===== config.mk =====
export PLATFORM = sky130hd
export DESIGN_NAME = recip_arbiter
export DESIGN_NICKNAME = d
export VERILOG_FILES = /design/src/rtl/recip_pkg.sv /design/src/rtl/rr_arbiter.sv /design/src/rtl/recip_arbiter.sv
export SDC_FILE = /design/constraint.sdc
export NUM_CORES = 1
export LEC_CHECK = 0
export CAP_MARGIN = 0
export CORE_AREA = 3 3 102 104
export DETAILED_ROUTE_END_ITERATION = 10
export DIE_AREA = 0 0 105 107
export GPL_TIMING_DRIVEN = 0
export MAX_ROUTING_LAYER = met4
export PLACE_DENSITY = 0.89
export RECOVER_POWER = 25
export REMOVE_ABC_BUFFERS = 1
export SLEW_MARGIN = 0
export SYNTH_ARGS = -nofsm -noshare
export SYNTH_HDL_FRONTEND = slang
export SYNTH_SLANG_ARGS = --single-unit

===== constraint.sdc =====
create_clock -name clk -period 9.7 [get_ports clk]
set_clock_uncertainty 0.05 [all_clocks]
set_input_delay 0.97 -clock clk [delete_from_list [all_inputs] [get_ports clk]]
set_output_delay 0.97 -clock clk [all_outputs]
set_load 0.005 [all_outputs]

===== src/rtl/recip_pkg.sv =====
// Shared definitions for the reciprocal-engine arbiter.
//   state_t   : controller FSM encoding (2 bits)
//   Q511_ONE  : 1.0 in Q5.11 fixed point
package recip_pkg;

  typedef enum logic [1:0] {
    ST_IDLE    = 2'd0,
    ST_RUN     = 2'd1,
    ST_RESP    = 2'd2,
    ST_RELEASE = 2'd3
  } state_t;

  localparam logic [15:0] Q511_ONE = 16'h0800;

endpackage


===== src/rtl/rr_arbiter.sv =====
// Round-robin requester selection.
//   clk, arst : clock, asynchronous active-high reset
//   req       : per-requester request vector
//   advance   : commit the current grant; the pointer moves to the winner
//   grant     : one-hot winner (combinational, zero when no request)
module rr_arbiter #(
  parameter int NUM_REQ = 4
) (
  input  logic               clk,
  input  logic               arst,
  input  logic [NUM_REQ-1:0] req,
  input  logic               advance,
  output logic [NUM_REQ-1:0] grant
);

  localparam int IW = (NUM_REQ > 1) ? $clog2(NUM_REQ) : 1;

  logic [IW-1:0] last_q;
  logic [IW-1:0] win_idx;
  logic          found;

  // Pointer resets to the top index so the first search starts at requester 0.
  always_ff @(posedge clk or posedge arst) begin
    if (arst)
      last_q <= IW'(NUM_REQ - 1);
    else if (advance && found)
      last_q <= win_idx;
  end

  always_comb begin
    grant   = '0;
    win_idx = last_q;
    found   = 1'b0;
    for (int i = 1; i <= NUM_REQ; i++) begin
      if (!found && req[(int'(last_q) + i) % NUM_REQ]) begin
        found   = 1'b1;
        grant[(int'(last_q) + i) % NUM_REQ] = 1'b1;
        win_idx = IW'((int'(last_q) + i) % NUM_REQ);
      end
    end
  end

endmodule


===== src/rtl/recip_arbiter.sv =====
// Shares one reciprocal engine between NUM_REQ requesters.
//   clk, arst                  : clock, asynchronous active-high reset
//   i_req_valid/_data/_num     : packed per-requester requests
//   o_req_ready                : one-hot accept strobe
//   o_eng_enable/_in/_num      : engine drive; i_eng_out/_valid engine result
//   o_rsp_valid/_id/_data/_err : response held until i_rsp_ready
//   o_busy                     : controller not in IDLE
//
// state      | meaning
// IDLE       | waiting for a request; grants the round-robin winner
// RUN        | engine enabled with latched operand; waits for valid or timeout
// RESP       | response presented, held until consumer accepts
// RELEASE    | one cycle with engine disabled so it clears its counters
module recip_arbiter
  import recip_pkg::*;
#(
  parameter int NUM_REQ = 4,
  parameter int DWIDTH  = 16,
  parameter int CNT_BIT = 16,
  parameter int TIMEOUT = 64
) (
  input  logic                         clk,
  input  logic                         arst,
  input  logic [NUM_REQ-1:0]           i_req_valid,
  input  logic [NUM_REQ*DWIDTH-1:0]    i_req_data,
  input  logic [NUM_REQ*CNT_BIT-1:0]   i_req_num,
  output logic [NUM_REQ-1:0]           o_req_ready,
  output logic                         o_eng_enable,
  output logic [DWIDTH-1:0]            o_eng_in,
  output logic [CNT_BIT-1:0]           o_eng_num,
  input  logic [DWIDTH-1:0]            i_eng_out,
  input  logic                         i_eng_valid,
  output logic                         o_rsp_valid,
  output logic [$clog2(NUM_REQ)-1:0]   o_rsp_id,
  output logic [DWIDTH-1:0]            o_rsp_data,
  output logic                         o_rsp_err,
  input  logic                         i_rsp_ready,
  output logic                         o_busy
);

  localparam int IDW = $clog2(NUM_REQ);
  localparam int TW  = $clog2(TIMEOUT + 1);

  state_t             state_q, state_d;
  logic [NUM_REQ-1:0] grant;
  logic               accept;
  logic [DWIDTH-1:0]  sel_data;
  logic [CNT_BIT-1:0] sel_num;
  logic [IDW-1:0]     sel_id;
  logic [TW-1:0]      run_cnt;
  logic               timeout_hit;

  rr_arbiter #(.NUM_REQ(NUM_REQ)) u_rr (
    .clk     (clk),
    .arst    (arst),
    .req     (i_req_valid),
    .advance (accept),
    .grant   (grant)
  );

  assign accept      = (state_q == ST_IDLE) && (|i_req_valid);
  // Gated by arst so no accept strobe escapes while reset is held.
  assign o_req_ready = (accept && !arst) ? grant : '0;
  assign timeout_hit = (run_cnt == TW'(TIMEOUT - 1));

  assign o_eng_enable = (state_q == ST_RUN);
  assign o_rsp_valid  = (state_q == ST_RESP);
  assign o_busy       = (state_q != ST_IDLE);

  always_comb begin
    sel_data = '0;
    sel_num  = '0;
    sel_id   = '0;
    for (int k = 0; k < NUM_REQ; k++) begin
      if (grant[k]) begin
        sel_data = i_req_data[k*DWIDTH +: DWIDTH];
        sel_num  = i_req_num[k*CNT_BIT +: CNT_BIT];
        sel_id   = IDW'(k);
      end
    end
  end

  always_ff @(posedge clk or posedge arst) begin
    if (arst) state_q <= ST_IDLE;
    else      state_q <= state_d;
  end

  always_comb begin
    state_d = state_q;
    case (state_q)
      ST_IDLE:    if (accept) state_d = ST_RUN;
      ST_RUN:     if (i_eng_valid || timeout_hit) state_d = ST_RESP;
      ST_RESP:    if (i_rsp_ready) state_d = ST_RELEASE;
      ST_RELEASE: state_d = ST_IDLE;
      default:    state_d = ST_IDLE;
    endcase
  end

  always_ff @(posedge clk or posedge arst) begin
    if (arst) begin
      o_eng_in   <= '0;
      o_eng_num  <= '0;
      o_rsp_id   <= '0;
      o_rsp_data <= '0;
      o_rsp_err  <= 1'b0;
      run_cnt    <= '0;
    end else begin
      case (state_q)
        ST_IDLE: begin
          if (accept) begin
            o_eng_in  <= sel_data;
            o_eng_num <= sel_num;
            o_rsp_id  <= sel_id;
            run_cnt   <= '0;
          end
        end
        ST_RUN: begin
          run_cnt <= run_cnt + 1'b1;
          // A real result wins over a timeout landing on the same cycle.
          if (i_eng_valid) begin
            o_rsp_data <= i_eng_out;
            o_rsp_err  <= 1'b0;
          end else if (timeout_hit) begin
            o_rsp_data <= '0;
            o_rsp_err  <= 1'b1;
          end
        end
        default: ;
      endcase
    end
  end

endmodule


==> flow_metrics.tcl <==
set metrics [dict create \
    status "complete, but fails checks" \
    violations "capacitance limit, slew limit" \
    crit_path_cell_trace "clkdlybuf4s50_1 -> mux4_2 -> or3b_2 -> a21oi_1 -> a221o_2 -> and3_1 -> clkdlybuf4s50_1" \
    fp.dieW_um 105 \
    holdBufCountCts 0 \
    slowest_stage "mux4_2" \
    crit_fanout 35 \
    drive_above_1_share 0.173 \
    crit_path_frequent_cell "clkdlybuf4s50_1" \
    grt-ovfl-total 0 \
    area_growth_pct 56.9 \
    drt_iter0_drc 188 \
    p_switching_mw 1.02 \
    sw_frac_of_total 0.458 \
    async_flop_share 1.00 \
    grt_max_degree 43 \
    rr_endpoint "o_eng_in[1]" \
    finalMaxSlewViolations 41 \
    drc 0 \
    cts_buffer_depth 2 \
    cap_violations 1 \
    synth_warnings 0 \
    hold_start "o_rsp_id[1]" \
    pin_count 210 \
    yosysSeqAreaShare 0.371 \
    clkSinkCount 62 \
    gr-usage-all-layers 0.255 \
    initial_core_util 0.434 \
    dp_cells 708 \
    netlist_instances 397 \
    tightest_slew_ps 2190 \
    postCtsResizedCells 0 \
    cts_tree "built" \
    worstPathArrival_ps 4440 \
    ys_ff_latch 62 \
    antenna_found_initial 0 \
    fmax_mhz 183 \
    cp-start-kind "primary input" \
    place.gp.congestion 0.882 \
    startpoint "i_req_valid[0]" \
    wl_per_cell_um 19.3 \
    cts_htree_levels 3 \
    nets 751 \
    dp_hpwl_um 10200 \
    drtPass1Iterations 4 \
    grt_pass1_wl_um 22500 \
    cts_root_buf "clkbuf_8" \
    hold_ws_ps 434 \
    reg2regPathDepth 8 \
    grt_pass1_vias 4395 \
    pre_cts_ws_ps 3740 \
    slowest_delay_ps 690 \
    min_period_ps 5460 \
    num_rows 36 \
    synth_edf_count 0 \
    netlist_area_um2 4190 \
    antennaDiodeCount 0 \
    leakage_nw 2.52 \
    postCtsSetupRepairBufs 0 \
    synthFlopType "dfrtp_1" \
    synth_cell_type_count 62 \
    power_frac_comb 0.667 \
    regToRegSetupSlack_ps 5500 \
    finalSetupViolCount 0 \
    r2r_start "u_rr.last_q[0]" \
    hold_viol_final 0 \
    coreArea_um2 9640 \
    viasPerCell 5.74 \
    crit_required_ps 8680 \
    setup_ws_ps 4240 \
    syn_area_per_cell_um2 10.5 \
    port_buffers 209 \
    min_period_over_period 0.563 \
    die-area_um2 11200 \
    min_path_type "reg2reg" \
    cellInternalPower_mw 1.21 \
    hold_depth 2 \
    worstSkewPairLatency_ps 340 \
    vias 4157 \
    slew-limit-headroom -0.459 \
    routed_wl_um 13900 \
    crit_type "in2out" \
    peakVddDrop_mv 0.160 \
    fin_tns_setup_ps 0 \
    p_seq_frac 0.214 \
    chipHeight_um 107 \
    rsz0062_at_grt "false" \
    cts_buffers 9 \
    hold_path_end "o_rsp_id[1]" \
    power_density_nw_per_um2 339 \
    ant_nets 0 \
    endpoint_kind "output port" \
    final_cells 724 \
    clkPwrFrac 0.119 \
    path_clk_slew_ps 90 \
]
registers in the layout, indices dropped and copies added, names as in the netlist:
| signal | count |
|---|---|
| o_eng_in | 16 |
| o_eng_num | 16 |
| o_rsp_data | 16 |
| run_cnt | 7 |
| o_rsp_id | 2 |
| state_q | 2 |
| u_rr.last_q | 2 |
| o_rsp_err | 1 |
worst max path at each step:
stage,endpoint,cells after the start
finish,o_req_ready[3],7
global route,o_req_ready[3],7
CTS,o_req_ready[3],7
detailed placement,o_req_ready[3],7
global placement,o_req_ready[1],5
floorplan,o_req_ready[2],7
synthesized netlist by cell type (2+ instances only):
| library cell | count | area share |
|---|---|---|
| nand3b_1 | 2 | 0.0036 |
| or2_1 | 2 | 0.0030 |
| a21o_1 | 2 | 0.0036 |
| buf_6 | 10 | 0.027 |
| a221oi_1 | 3 | 0.0063 |
| buf_2 | 8 | 0.0096 |
| a22o_1 | 18 | 0.038 |
| nand3_1 | 34 | 0.041 |
| o2bb2ai_1 | 32 | 0.067 |
| or3_1 | 2 | 0.0030 |
| buf_4 | 6 | 0.011 |
| inv_1 | 12 | 0.011 |
| ha_1 | 13 | 0.039 |
| or4_1 | 2 | 0.0036 |
| dfstp_2 | 2 | 0.013 |
| mux2_2 | 2 | 0.0054 |
| clkbuf_1 | 12 | 0.011 |
| nand2b_1 | 2 | 0.0030 |
| a221oi_2 | 29 | 0.10 |
| and3_1 | 4 | 0.0060 |
| a21oi_2 | 29 | 0.061 |
| nor2_1 | 38 | 0.034 |
| mux4_2 | 3 | 0.016 |
| a21oi_1 | 9 | 0.011 |
| nand2_1 | 17 | 0.015 |
| mux2i_1 | 3 | 0.0072 |
| dfrtp_1 | 60 | 0.36 |
| xnor2_1 | 3 | 0.0063 |
| o21ai_0 | 5 | 0.0060 |
per-layer routing:
layer / track usage / up-vias / part of all wire / routed length [um]
met1: 0.286 / 2030 / 0.37 / 5200
met4: 0.0787 / 0 / 0.021 / 293
met3: 0.0680 / 28 / 0.077 / 1070
met5: - / - / 0 / 0
li1: - / 1890 / - / -
met2: 0.447 / 209 / 0.53 / 7380
power by group through the flow:
stage          Combinational [mW]  Clock, mW  Sequential, mW
6_report                     1.49      0.265           0.476
5_1_grt                      1.60      0.281           0.493
4_1_cts                      1.49      0.268           0.475
3_5_place_dp                 1.49          0           0.480
3_3_place_gp                 1.33          0           0.469
2_1_floorplan               0.807          0           0.476
cell usage in the layout (no fill, tap or decap), drive strengths merged, types with 3 or more instances in the layout:
cell type	instances
o21ai	7
nand2	17
inv	15
a21oi	38
ha	13
mux2i	3
dfrtp	60
clkbuf	10
clkdlybuf4s50	208
mux2	3
or2	3
or3b	3
and3	4
o2bb2ai	32
nor2	38
nand3	35
mux4	3
buf	5
a221oi	32
a22o	18
xnor2	3
stage by stage:
stage | utilization | power [mW] | instance area (um2)
2_1_floorplan | - | 1.28 | 3940
3_3_place_gp | 0.643 | 1.80 | 6200
3_5_place_dp | 0.659 | 1.97 | 6360
4_1_cts | 0.683 | 2.24 | 6580
5_1_grt | 0.681 | 2.38 | 6570
6_report | 0.681 | 2.23 | 6570
cells by family (layout without fill, tap and decap cells):
| family | Yosys count | in the layout | synth area share |
|---|---|---|---|
| AND/OR/NAND/NOR | 113 | 113 | 0.132 |
| multiplexers | 9 | 9 | 0.0314 |
| buffers and inverters | 49 | 243 | 0.0697 |
| XOR/XNOR | 4 | 4 | 0.00837 |
| adder cells (fa/ha/maj) | 13 | 13 | 0.0389 |
| AO/OA/AOI/OAI | 147 | 147 | 0.349 |
| flip-flops | 62 | 62 | 0.371 |
critical path: cells and delay by family:
kind                   cells  cell delay [ps]
and+or+nand+nor            2              730
muxes                      1              690
AOI/OAI and AO/OA          2              850
buffers and inverters      2             1180
cell type report:
class	instances	area [um2]
inverters	12	45.0
clock buffers	9	124
multi-input cells	286	2370
flip-flops and latches	62	1550
well taps	133	166
fillers	751	3070
repair buffers	215	2210
clock inverters	7	103
No activity file was read; power rests on OpenSTA's default activity.
